`config.mk`:
```
export PLATFORM = sky130hd
export DESIGN_NAME = id_ex_stage_reg
export DESIGN_NICKNAME = d
export VERILOG_FILES = /design/src/rtl/pipe_pkg.sv /design/src/rtl/load_use_detect.sv /design/src/rtl/id_ex_stage_reg.sv
export SDC_FILE = /design/constraint.sdc
export NUM_CORES = 1
export LEC_CHECK = 0
export BUFFER_PORTS_ARGS = -buffer_cell sky130_fd_sc_hd__buf_2
export CAP_MARGIN = 25
export CORE_AREA = 2 2 130 132
export CTS_CLUSTER_SIZE = 30
export DETAILED_ROUTE_END_ITERATION = 8
export DIE_AREA = 0 0 132 134
export MAX_ROUTING_LAYER = met4
export PLACE_DENSITY_LB_ADDON = 0.15
export SYNTH_ARGS = -nofsm -noshare
export SYNTH_HDL_FRONTEND = slang
export SYNTH_SLANG_ARGS = --single-unit
```
`constraint.sdc`:
```
create_clock -name clk_i -period 3.3 [get_ports clk_i]
set_input_delay 0.66 -clock clk_i [delete_from_list [all_inputs] [get_ports clk_i]]
set_output_delay 0.66 -clock clk_i [all_outputs]
set_load 0.1 [all_outputs]
```
`src/rtl/pipe_pkg.sv`:
```
// Shared pipeline widths and the ID/EX control bundle.
package pipe_pkg;

    localparam int unsigned DATA_W  = 32;
    localparam int unsigned REG_W   = 5;
    localparam int unsigned ALUOP_W = 3;

    typedef struct packed {
        logic               reg_write;
        logic               mem_to_reg;
        logic               mem_read;
        logic               mem_write;
        logic               branch;
        logic               alu_src;
        logic               reg_dst;
        logic [ALUOP_W-1:0] alu_op;
    } id_ex_ctrl_t;

    localparam id_ex_ctrl_t CTRL_BUBBLE = '0;

endpackage

```
`src/rtl/load_use_detect.sv`:
```
// Load-use hazard: EX holds a load whose destination the ID instruction reads.
module load_use_detect #(
    parameter int unsigned REG_W = 5
) (
    input  logic             i_ex_valid,
    input  logic             i_ex_mem_read,
    input  logic [REG_W-1:0] i_ex_rt,
    input  logic             i_id_valid,
    input  logic             i_id_uses_rt,
    input  logic [REG_W-1:0] i_id_rs,
    input  logic [REG_W-1:0] i_id_rt,
    output logic             o_haz_c
);

    logic w_rs_match;
    logic w_rt_match;

    // $0 is hardwired to zero, so a load targeting it never creates a dependency
    assign w_rs_match = (i_ex_rt == i_id_rs);
    assign w_rt_match = i_id_uses_rt && (i_ex_rt == i_id_rt);
    assign o_haz_c    = i_ex_valid && i_ex_mem_read && (i_ex_rt != '0)
                        && (w_rs_match || w_rt_match) && i_id_valid;

endmodule

```
`src/rtl/id_ex_stage_reg.sv`:
```
// ID/EX pipeline register with load-use bubble insertion and a saturating stall counter.
module id_ex_stage_reg #(
    parameter int unsigned DATA_W  = pipe_pkg::DATA_W,
    parameter int unsigned REG_W   = pipe_pkg::REG_W,
    parameter int unsigned ALUOP_W = pipe_pkg::ALUOP_W,
    parameter int unsigned CNT_W   = 16
) (
    input  logic               clk_i,
    input  logic               rst_i,
    input  logic               hold_i,
    input  logic               flush_i,
    input  logic               ID_valid_i,
    input  logic               ID_uses_rt_i,
    input  logic [REG_W-1:0]   ID_rs_i,
    input  logic [REG_W-1:0]   ID_rt_i,
    input  logic [REG_W-1:0]   ID_rd_i,
    input  logic [DATA_W-1:0]  ID_rs_data_i,
    input  logic [DATA_W-1:0]  ID_rt_data_i,
    input  logic [DATA_W-1:0]  ID_imm_i,
    input  logic [DATA_W-1:0]  ID_pc4_i,
    input  logic               ID_reg_write_i,
    input  logic               ID_mem_to_reg_i,
    input  logic               ID_mem_read_i,
    input  logic               ID_mem_write_i,
    input  logic               ID_branch_i,
    input  logic               ID_alu_src_i,
    input  logic               ID_reg_dst_i,
    input  logic [ALUOP_W-1:0] ID_alu_op_i,
    output logic               EX_valid_o,
    output logic               EX_uses_rt_o,
    output logic [REG_W-1:0]   EX_rs_o,
    output logic [REG_W-1:0]   EX_rt_o,
    output logic [REG_W-1:0]   EX_rd_o,
    output logic [DATA_W-1:0]  EX_rs_data_o,
    output logic [DATA_W-1:0]  EX_rt_data_o,
    output logic [DATA_W-1:0]  EX_imm_o,
    output logic [DATA_W-1:0]  EX_pc4_o,
    output logic               EX_reg_write_o,
    output logic               EX_mem_to_reg_o,
    output logic               EX_mem_read_o,
    output logic               EX_mem_write_o,
    output logic               EX_branch_o,
    output logic               EX_alu_src_o,
    output logic               EX_reg_dst_o,
    output logic [ALUOP_W-1:0] EX_alu_op_o,
    output logic               pc_write_o,
    output logic               if_id_write_o,
    output logic [CNT_W-1:0]   stall_cnt_o
);

    import pipe_pkg::*;

    logic              r_valid;
    logic              r_uses_rt;
    logic [REG_W-1:0]  r_rs;
    logic [REG_W-1:0]  r_rt;
    logic [REG_W-1:0]  r_rd;
    logic [DATA_W-1:0] r_rs_data;
    logic [DATA_W-1:0] r_rt_data;
    logic [DATA_W-1:0] r_imm;
    logic [DATA_W-1:0] r_pc4;
    id_ex_ctrl_t       r_ctrl;
    logic [CNT_W-1:0]  r_stall_cnt;

    id_ex_ctrl_t       w_id_ctrl;
    logic              w_haz;

    assign w_id_ctrl = '{reg_write:  ID_reg_write_i,
                         mem_to_reg: ID_mem_to_reg_i,
                         mem_read:   ID_mem_read_i,
                         mem_write:  ID_mem_write_i,
                         branch:     ID_branch_i,
                         alu_src:    ID_alu_src_i,
                         reg_dst:    ID_reg_dst_i,
                         alu_op:     ID_alu_op_i};

    load_use_detect #(.REG_W(REG_W)) u_load_use_detect (
        .i_ex_valid    (r_valid),
        .i_ex_mem_read (r_ctrl.mem_read),
        .i_ex_rt       (r_rt),
        .i_id_valid    (ID_valid_i),
        .i_id_uses_rt  (ID_uses_rt_i),
        .i_id_rs       (ID_rs_i),
        .i_id_rt       (ID_rt_i),
        .o_haz_c       (w_haz)
    );

    // Upstream may advance freely while reset is clearing this stage
    assign pc_write_o    = !rst_i || !(w_haz || hold_i);
    assign if_id_write_o = pc_write_o;

    always_ff @(posedge clk_i) begin
        if (!rst_i) begin
            r_valid     <= 1'b0;
            r_uses_rt   <= 1'b0;
            r_rs        <= '0;
            r_rt        <= '0;
            r_rd        <= '0;
            r_rs_data   <= '0;
            r_rt_data   <= '0;
            r_imm       <= '0;
            r_pc4       <= '0;
            r_ctrl      <= CTRL_BUBBLE;
            r_stall_cnt <= '0;
        end else if (!hold_i) begin
            if (flush_i || w_haz) begin
                r_valid   <= 1'b0;
                r_uses_rt <= 1'b0;
                r_rs      <= '0;
                r_rt      <= '0;
                r_rd      <= '0;
                r_rs_data <= '0;
                r_rt_data <= '0;
                r_imm     <= '0;
                r_pc4     <= '0;
                r_ctrl    <= CTRL_BUBBLE;
                // Only load-use bubbles are profiled, not branch squashes
                if (!flush_i && (r_stall_cnt != '1)) begin
                    r_stall_cnt <= r_stall_cnt + CNT_W'(1);
                end
            end else begin
                r_valid   <= ID_valid_i;
                r_uses_rt <= ID_uses_rt_i;
                r_rs      <= ID_rs_i;
                r_rt      <= ID_rt_i;
                r_rd      <= ID_rd_i;
                r_rs_data <= ID_rs_data_i;
                r_rt_data <= ID_rt_data_i;
                r_imm     <= ID_imm_i;
                r_pc4     <= ID_pc4_i;
                r_ctrl    <= w_id_ctrl;
            end
        end
    end

    assign EX_valid_o      = r_valid;
    assign EX_uses_rt_o    = r_uses_rt;
    assign EX_rs_o         = r_rs;
    assign EX_rt_o         = r_rt;
    assign EX_rd_o         = r_rd;
    assign EX_rs_data_o    = r_rs_data;
    assign EX_rt_data_o    = r_rt_data;
    assign EX_imm_o        = r_imm;
    assign EX_pc4_o        = r_pc4;
    assign EX_reg_write_o  = r_ctrl.reg_write;
    assign EX_mem_to_reg_o = r_ctrl.mem_to_reg;
    assign EX_mem_read_o   = r_ctrl.mem_read;
    assign EX_mem_write_o  = r_ctrl.mem_write;
    assign EX_branch_o     = r_ctrl.branch;
    assign EX_alu_src_o    = r_ctrl.alu_src;
    assign EX_reg_dst_o    = r_ctrl.reg_dst;
    assign EX_alu_op_o     = r_ctrl.alu_op;
    assign stall_cnt_o     = r_stall_cnt;

endmodule

```
# Word-level counts from Yosys, hierarchy flattened

Cells that the tools add are included.

$add $sub $neg: 1
Eq/ne operators: 3
Muxes and demuxes: 10
Bitwise gates (word level): 1
Reductions and logical operators: 15

Operators by type and width:

| cell                    | number |
|---|---|
| $mux W32                | 4 |
| $add A16 B1 Y16 const B | 1 |
| $ne A16 B16 Y1 const B  | 1 |
| $mux W5                 | 3 |
| $eq A5 B5 Y1            | 2 |
| $mux W10                | 1 |
| $logic_and A1 B1 Y1     | 6 |
| $reduce_bool A5 Y1      | 1 |
| $logic_or A1 B1 Y1      | 4 |
| $logic_not A1 Y1        | 3 |
| $reduce_and A3 Y1       | 1 |
| $mux W1                 | 2 |
| $not A1 Y1              | 1 |

Flip-flop bits (word level): 171
Input bits: 159
Output and inout port bits: 173
Word-level logic and storage cells: 48

# Longest topological paths before layout

Gate-level depths: netlist of the first run.

Depth in word-level cells: 8
Gate-level depth with buffers: 8

# Modules after synthesis

Synthesis of the first run repeated with hierarchy kept, for this count alone.

Cells, all modules: 621
Area, all modules: 6391.1 um^2

Modules (own cells, without submodules):

| module          | instances | cells an instance | area each (um^2) | seq. area each (um^2) |
|---|---|---|---|---|
| id_ex_stage_reg | 1         | 604               | 6261.0           | 3423.3 |
| load_use_detect | 1         | 17                | 130.1            | 0.0 |

# Worst setup path after synthesis of the first run

OpenSTA, ideal clock, no wires.

Kind: register to output
From: register r_rt[4] (netlist: EX_rt_o[4])
To: output port pc_write_o
Data arrival time: 4.905 ns
Data required time: 2.640 ns
Setup slack: -2.265 ns
Stages on the path, launching flop included: 9
Buffers on the path: 3
Cell sequence: dfxtp_1 -> xor2_1 -> nor4_1 -> a32oi_1 -> buf_2 -> buf_2 -> nor3_1 -> o21ai_0 -> buf_4

Longest elaborated chain between the ends: 8
Elaborated cells on any way between the ends: 11

RTL lines:

| element                             | RTL line               | source |
|---|---|---|
| start: declaration                  | id_ex_stage_reg.sv:56  | `logic [REG_W-1:0] r_rt;` |
| start signal: assignment            | id_ex_stage_reg.sv:125 | `r_rt <= ID_rt_i;` |
| $eq A5 B5 Y1                        | load_use_detect.sv:20  | `assign w_rt_match = i_id_uses_rt && (i_ex_rt == i_id_rt);` |
| $logic_and A1 B1 Y1                 | load_use_detect.sv:20  |  |
| $logic_or A1 B1 Y1                  | load_use_detect.sv:22  | `&& (w_rs_match \|\| w_rt_match) && i_id_valid;` |
| $logic_and A1 B1 Y1 * (2 in series) | load_use_detect.sv:22  |  |
| $logic_or A1 B1 Y1 *                | id_ex_stage_reg.sv:89  | `assign pc_write_o = !rst_i \|\| !(w_haz \|\| hold_i);` |
| $logic_not A1 Y1 *                  | id_ex_stage_reg.sv:89  |  |
| $logic_or A1 B1 Y1 *                | id_ex_stage_reg.sv:89  |  |
| end: declaration                    | id_ex_stage_reg.sv:46  | `output logic pc_write_o,` |

Every way passes the cells marked *; elsewhere a longest branch is shown, timed or not.

# Worst setup path after layout of the first run

From: register r_rt[3] (netlist: EX_rt_o[3])
To: output port pc_write_o

The elaborated chain is that of the path after synthesis.

==> results.md, run 1 <==
* Status: completed
* Final setup viols at 0
* Top cell type's share of synthesized area at between 60% and 70%
* Seq cells post-synth at 171
* Max clock buf depth at 2
* Fin cells at 1021
* First-pass GRT wire length at 27.68 mm
* Arrival @ worst endpoint at 2.16 ns
* Hold WC Path Type: primary input to flop
* CTS tree: done
* P per Cell Area at 608.5 nW/um^2
* Hold depth at 2
* # placed instances at 988
* RSZ-0062 raised after global routing: false
* Pre-Repair DR Iteration Count at 4
* Clock sink total at 171
* Hold_sp: ID_rs_data_i[25]
* Max-capacitance violation count at 0
* Yosys cell types at 32
* Pin count of the biggest net entering global routing at 82
* Total CTS buffers at 17
* CTS clock-pin slew for the worst setup and hold paths at 0.07 ns
* Die height at 134 um
* Seq/Total Area, Yosys at 60.40%
* Filler cells at 1547
* DRC violations left at 0
* Core Region at roughly 16000 sq um
* R2R cell count at 7
* Worst relative slew slack at 43.29%
* Total track usage at 20.37%
* Share of cells above drive strength 1 at a little under half
* Syn Area/Cell at 12.03 sq um
* Hold Path End: EX_rs_data_o[25]$_SDFFE_PN0N_
* HPWL after DPL at 12.89 mm
* DIE AREA at around 18000 sq um
* Drt total wl at 18.02 mm
* Syn Nets at 631
* Vias in the first global route at approximately 5000
* I/O pin total at 332
* Final period demand of the worst path at 2.816 ns
* Starting density of the core at a little over a third
* Leading area contributor after synthesis: dfxtp_1
* # rows at 47
* Setup Skew at 0.008211 ns
* Worst setup slack after layout at 0.4837 ns
* Fin crit share at 85.34%
* Worst-Skew Late Latency at 0.42 ns
* GRT Residual Overflow at 0
* Critical path class: flop to output port
* Final TNS setup at 0 ns
* Critical path capture point type: output port
* Port Buffers at about 330
* Reg2Reg Capture Point: EX_imm_o[11]$_SDFFE_PN0N_
* Reg-to-Reg Start: EX_rt_o[3]$_SDFFE_PN0N_
* Post-Syn Instances at 471
* Initial antenna violation count at 3
* R2R setup slack at 0.80 ns
* Startpoint types: flop
* H-tree levels at 4
* Dpl ws at 0.4486 ns
* Area Growth Syn to Fin at 42.16%
* Initial drt markers at 224
* Clock root cell: clkbuf_16
* Max IR drop VDD at 0.0003339 V
* Post-cts resize count at 0
* Max FO, Critical Path at 5
* YS warnings at 0
* Maximum clock rate at about 0.36 GHz
* Buffer count from post-CTS setup fixing at 0
* Synthesized area at 5668 sq um
* Vias at 5109
* Fin util at 49.47%
* Hold Vio Cnt, Final at 0
* Synth area leaders: dfxtp_1, a22o_1, xor2_1, clkbuf_1, buf_2
* Layout Nets at 947
* Worst Path Required at 2.64 ns
* Static Leak at 0.003951 uW
* Gp weighted congestion at 0.7884
* Launch point of the worst path: EX_rt_o[3]$_SDFFE_PN0N_
* Die W at 132 um
* ANT nets after route at 0
* DR WL/cell at approximately 18 um
* Post-CTS Hold Buffers at 0
* Slew Limit Fails at 0
* Vias/cell at 5.004
* Worst Max-Slew Pin Slew at between 0.8 and 0.9 ns
[cell usage in the layout, fill, tap and decap left out, drive strengths merged, types with 3 or more instances in the layout]
master / instances
nand2: 14
buf: 337
a22o: 155
clkinvlp: 3
or4: 8
nor3: 6
clkinv: 5
clkbuf: 18
xor2: 9
inv: 6
o31ai: 7
diode: 3
nor2: 6
mux2i: 7
nand2b: 7
a21oi: 8
dfxtp: 171
nand4: 5
nand3: 7
[Yosys cell counts, drive strengths merged]
cell type  count
a21oi          8
a22o         155
a32oi          1
and2           2
and3           2
and4           2
buf           21
clkbuf        19
dfxtp        171
ha             1
inv            2
mux2i          7
nand2         14
nand2b         7
nand3          7
nand4          5
nand4bb        1
nor2           6
nor3           6
nor4           2
o21ai          2
o21ba          1
o311a          1
o311ai         1
o31ai          7
o41ai          1
or3            1
or4            8
xnor2          1
xor2           9
[critical path, stage by stage, from the launching register on]
cell     delay (ns)
dfxtp_4        0.36
xor2_1         0.16
nor4_1         0.30
a32oi_1        0.17
nor3_1         0.39
o21ai_4        0.15
buf_12         0.20
[through the flow]
stage                     instance area [sq um]  power, uW  hold WS (ns)
after floorplan                            5705       2906        0.7051
after global placement                     7518       3110        0.4511
after detailed placement                   7518       3118        0.4489
after CTS                                  8050       4956        0.4302
after global routing                       8058       5082        0.4285
final                                      8058       4903        0.4478
[layer usage]
| layer | wire length [um] | up-vias | track usage [%] |
|---|---|---|---|
| met1 | 7652 | 2425 | 23.30 |
| met3 | 1481 | 26 | 7.710 |
| li1 | - | 2442 | - |
| met4 | 361 | 0 | 7.790 |
| met2 | 8526 | 216 | 32.49 |
| met5 | 0 | - | - |
[final cells by class]
type                       count  area, sq um  share of cell area (%)
multi-input combinational    258         2049                   25.43
clock inverter                12        92.59                   1.149
tap                          220        275.3                   3.416
timing repair buffer         337         1744                   21.65
sequential                   171         3442                   42.72
inverter                       2        7.507                 0.09317
clock buffer                  18        439.2                   5.450
antenna                        3        7.507                 0.09317
[logic make-up after synthesis]
logic type                 after synthesis  share of synthesized area, %
AOI/OAI and AO/OA                      177                         26.58
and+or+nand+nor                         63                         6.137
buffers and inverters                   42                         3.885
DFF                                    171                         60.40
muxes                                    7                         1.236
xor gates and xnor gates                10                         1.545
adders and majority gates                1                        0.2207
[registers in the layout, indices dropped and copies added, names as in the netlist, 3 cells and up]
register,count
EX_alu_op_o,3
EX_imm_o,32
EX_pc4_o,32
EX_rd_o,5
EX_rs_data_o,32
EX_rs_o,5
EX_rt_data_o,32
EX_rt_o,5
stall_cnt_o,16
[how the worst max path moves through the flow]
stage	slack, ns	to
after CTS	0.46	pc_write_o
after global routing	0.38	pc_write_o
after global placement	0.47	pc_write_o
after detailed placement	0.45	EX_alu_src_o$_SDFFE_PN0N_
final	0.48	pc_write_o
after floorplan	0.009	pc_write_o
[power by group]
part           switching [uW]  internal [uW]  leakage, uW  total, uW
Clock                     847            984     0.000257       1830
Combinational             703            190      0.00230        894
Sequential               41.3           2140      0.00140       2180
No activity file was read; power rests on OpenSTA's default activity.
==> run 2, diff against run 1 <==
- CELL_PAD_IN_SITES_DETAIL_PLACEMENT: default -> 0
- CELL_PAD_IN_SITES_GLOBAL_PLACEMENT: default -> 1
- CORE_AREA: 2 2 130 132 -> default
- CORE_ASPECT_RATIO: default -> 2
- CORE_MARGIN: default -> 2
- CORE_UTILIZATION: default -> 34
- DIE_AREA: 0 0 132 134 -> default
==> run 2 against run 1 <==
Compared with the run above:
- global-route usage is 0.85 points higher
- die area grew 0.53%
- power increased by 4.2%
- hold slack gained 0.00095 ns
- register-to-register slack is essentially flat
- largest cell class unchanged
==> results.md, run 2 (synthesis results as in run 1) <==
* Status: completed
* Total track usage at 21.22%
* Setup Skew at 0.01033 ns
* Seq pwr share at approximately 43%
* ANT nets after route at 0
* Commonest non-fill, non-tap cell in the layout: buf_2
* P_sw at 1629 uW
* I/O pin total at 332
* Layout Nets at 949
* Critical path class: flop to output port
* Fin crit share at 91.41%
* Drt total wl at 18.80 mm
* Critical path capture point type: output port
* Static Leak at approximately 0.0040 uW
* GRT Residual Overflow at 0
* Maximum clock rate at approximately 0.33 GHz
* Hold Vio Cnt, Final at 0
* Max FO, Critical Path at 5
* Hold WC Path Type: primary input to flop
* CTS clock-pin slew for the worst setup and hold paths at 0.07 ns
* Post-CTS Hold Buffers at 0
* DRC violations left at 0
* Commonest non-fill, non-tap cells in the layout: buf_2, dfxtp_1, a22o_1
* Design area at roughly 8100 sq um
* Startpoint types: flop
* Clock root cell: clkbuf_16
* Total CTS buffers at 17
* Internal at between 3000 and 4000 uW
* # rows at 66
* Die height at 186.6 um
* Total power at 5109 uW
* Final period demand of the worst path at just over 3 ns
* Port Buffers at 331
* Reg-to-Reg Start: EX_rt_o[3]$_SDFFE_PN0N_
* Share of cells above drive strength 1 at 47.38%
* Worst Max-Slew Pin Slew at 0.6404 ns
* Max IR drop VDD at 0.0003628 V
* Worst relative slew slack at 57.18%
* Final setup viols at 0
* Core Region at about 16000 sq um
* Slew Limit Fails at 0
* Post-cts resize count at 0
* Placed inst area at 7508 sq um
* Pre-Repair DR Iteration Count at 4
* Hold_sp: ID_rs_data_i[22]
* Area Growth Syn to Fin at 42.98%
* Max-capacitance violation count at 0
* Final TNS setup at 0 ns
* Max clock buf depth at 2
* Vias in the first global route at a little over 5000
* Launch point of the worst path: EX_rt_o[3]$_SDFFE_PN0N_
* Initial antenna violation count at 0
* Starting density of the core at 34.84%
* H-tree levels at 4
* Worst-Skew Late Latency at 0.42 ns
* First-pass GRT wire length at 27.83 mm
* CTS tree: done
* Ant diodes at 0
* HPWL after DPL at 13.81 mm
* Vias/cell at around 5.1
* Gp weighted congestion at 0.8158
* DR WL/cell at roughly 19 um
* Clock group share of total power at between 30% and 40%
* Clock sink total at 171
* Switch share at 31.88%
* Pin count of the biggest net entering global routing at 80
* Vias at 5106
* Comb power frac at about 18%
* Initial drt markers at 140
* P per Cell Area at approximately 630 nW/um^2
* Buffer count from post-CTS setup fixing at 0
* Arrival @ worst endpoint at 2.36 ns
* Die W at 95.30 um
* Worst Path Required at 2.64 ns
* DIE AREA at roughly 18000 sq um
* RSZ-0062 raised after global routing: false
==> run 2: power by group through the flow <==
stage | Clock [uW] | Combinational, uW | Sequential (uW)
6_report | 2030 | 897 | 2180
5_1_grt | 2160 | 928 | 2190
4_1_cts | 2070 | 901 | 2180
3_5_place_dp | 0 | 901 | 2220
3_3_place_gp | 0 | 895 | 2220
2_1_floorplan | 0 | 150 | 2760
==> run 2: per-stage QoR <==
step / util (%) / cells / setup slack, ns / hold slack [ns]
2_1_floorplan: - / 471 / 0.009458 / 0.7051
3_3_place_gp: 46.15 / 974 / 0.3292 / 0.4508
3_5_place_dp: 46.15 / 974 / 0.3505 / 0.4495
4_1_cts: 49.82 / 1006 / 0.2881 / 0.4273
5_1_grt: 49.82 / 1006 / 0.2180 / 0.4273
6_report: 49.82 / 1006 / 0.2833 / 0.4488
==> run 2: final timing paths <==
kind                              endpoint  slack, ns  depth (start not counted)
max                             pc_write_o       0.28                          6
min reg2reg  EX_rt_data_o[31]$_SDFFE_PN0N_       0.47                          1
max reg2reg  EX_rt_data_o[25]$_SDFFE_PN0N_       0.80                          7
min          EX_rs_data_o[22]$_SDFFE_PN0N_       0.45                          2
==> run 2: final cells by class <==
cell class | instances | area, sq um
repair buffers | 339 | 1754
flip-flops and latches | 171 | 3442
inverters | 2 | 7.507
clock inverters | 14 | 156.4
fillers | 1510 | 8164
well taps | 204 | 255.2
multi-input cells | 258 | 2049
clock buffers | 18 | 439.2
==> run 2: per-layer routing <==
| layer | routed length, um | track usage, % | vias to the layer above | part of all wire, % |
|---|---|---|---|---|
| met5 | 0 | - | - | 0 |
| met4 | 476 | 8.473 | 0 | 2.5 |
| met3 | 1093 | 4.602 | 24 | 5.8 |
| met2 | 10100 | 37.22 | 234 | 54 |
| met1 | 7125 | 22.49 | 2404 | 38 |
| li1 | - | - | 2444 | - |
==> run 2: critical path, stage by stage, from the launching register on <==
cell,delay (ns)
dfxtp_4,0.36
xor2_1,0.16
nor4_1,0.29
a32oi_1,0.18
nor3_1,0.52
o21ai_4,0.10
buf_2,0.31
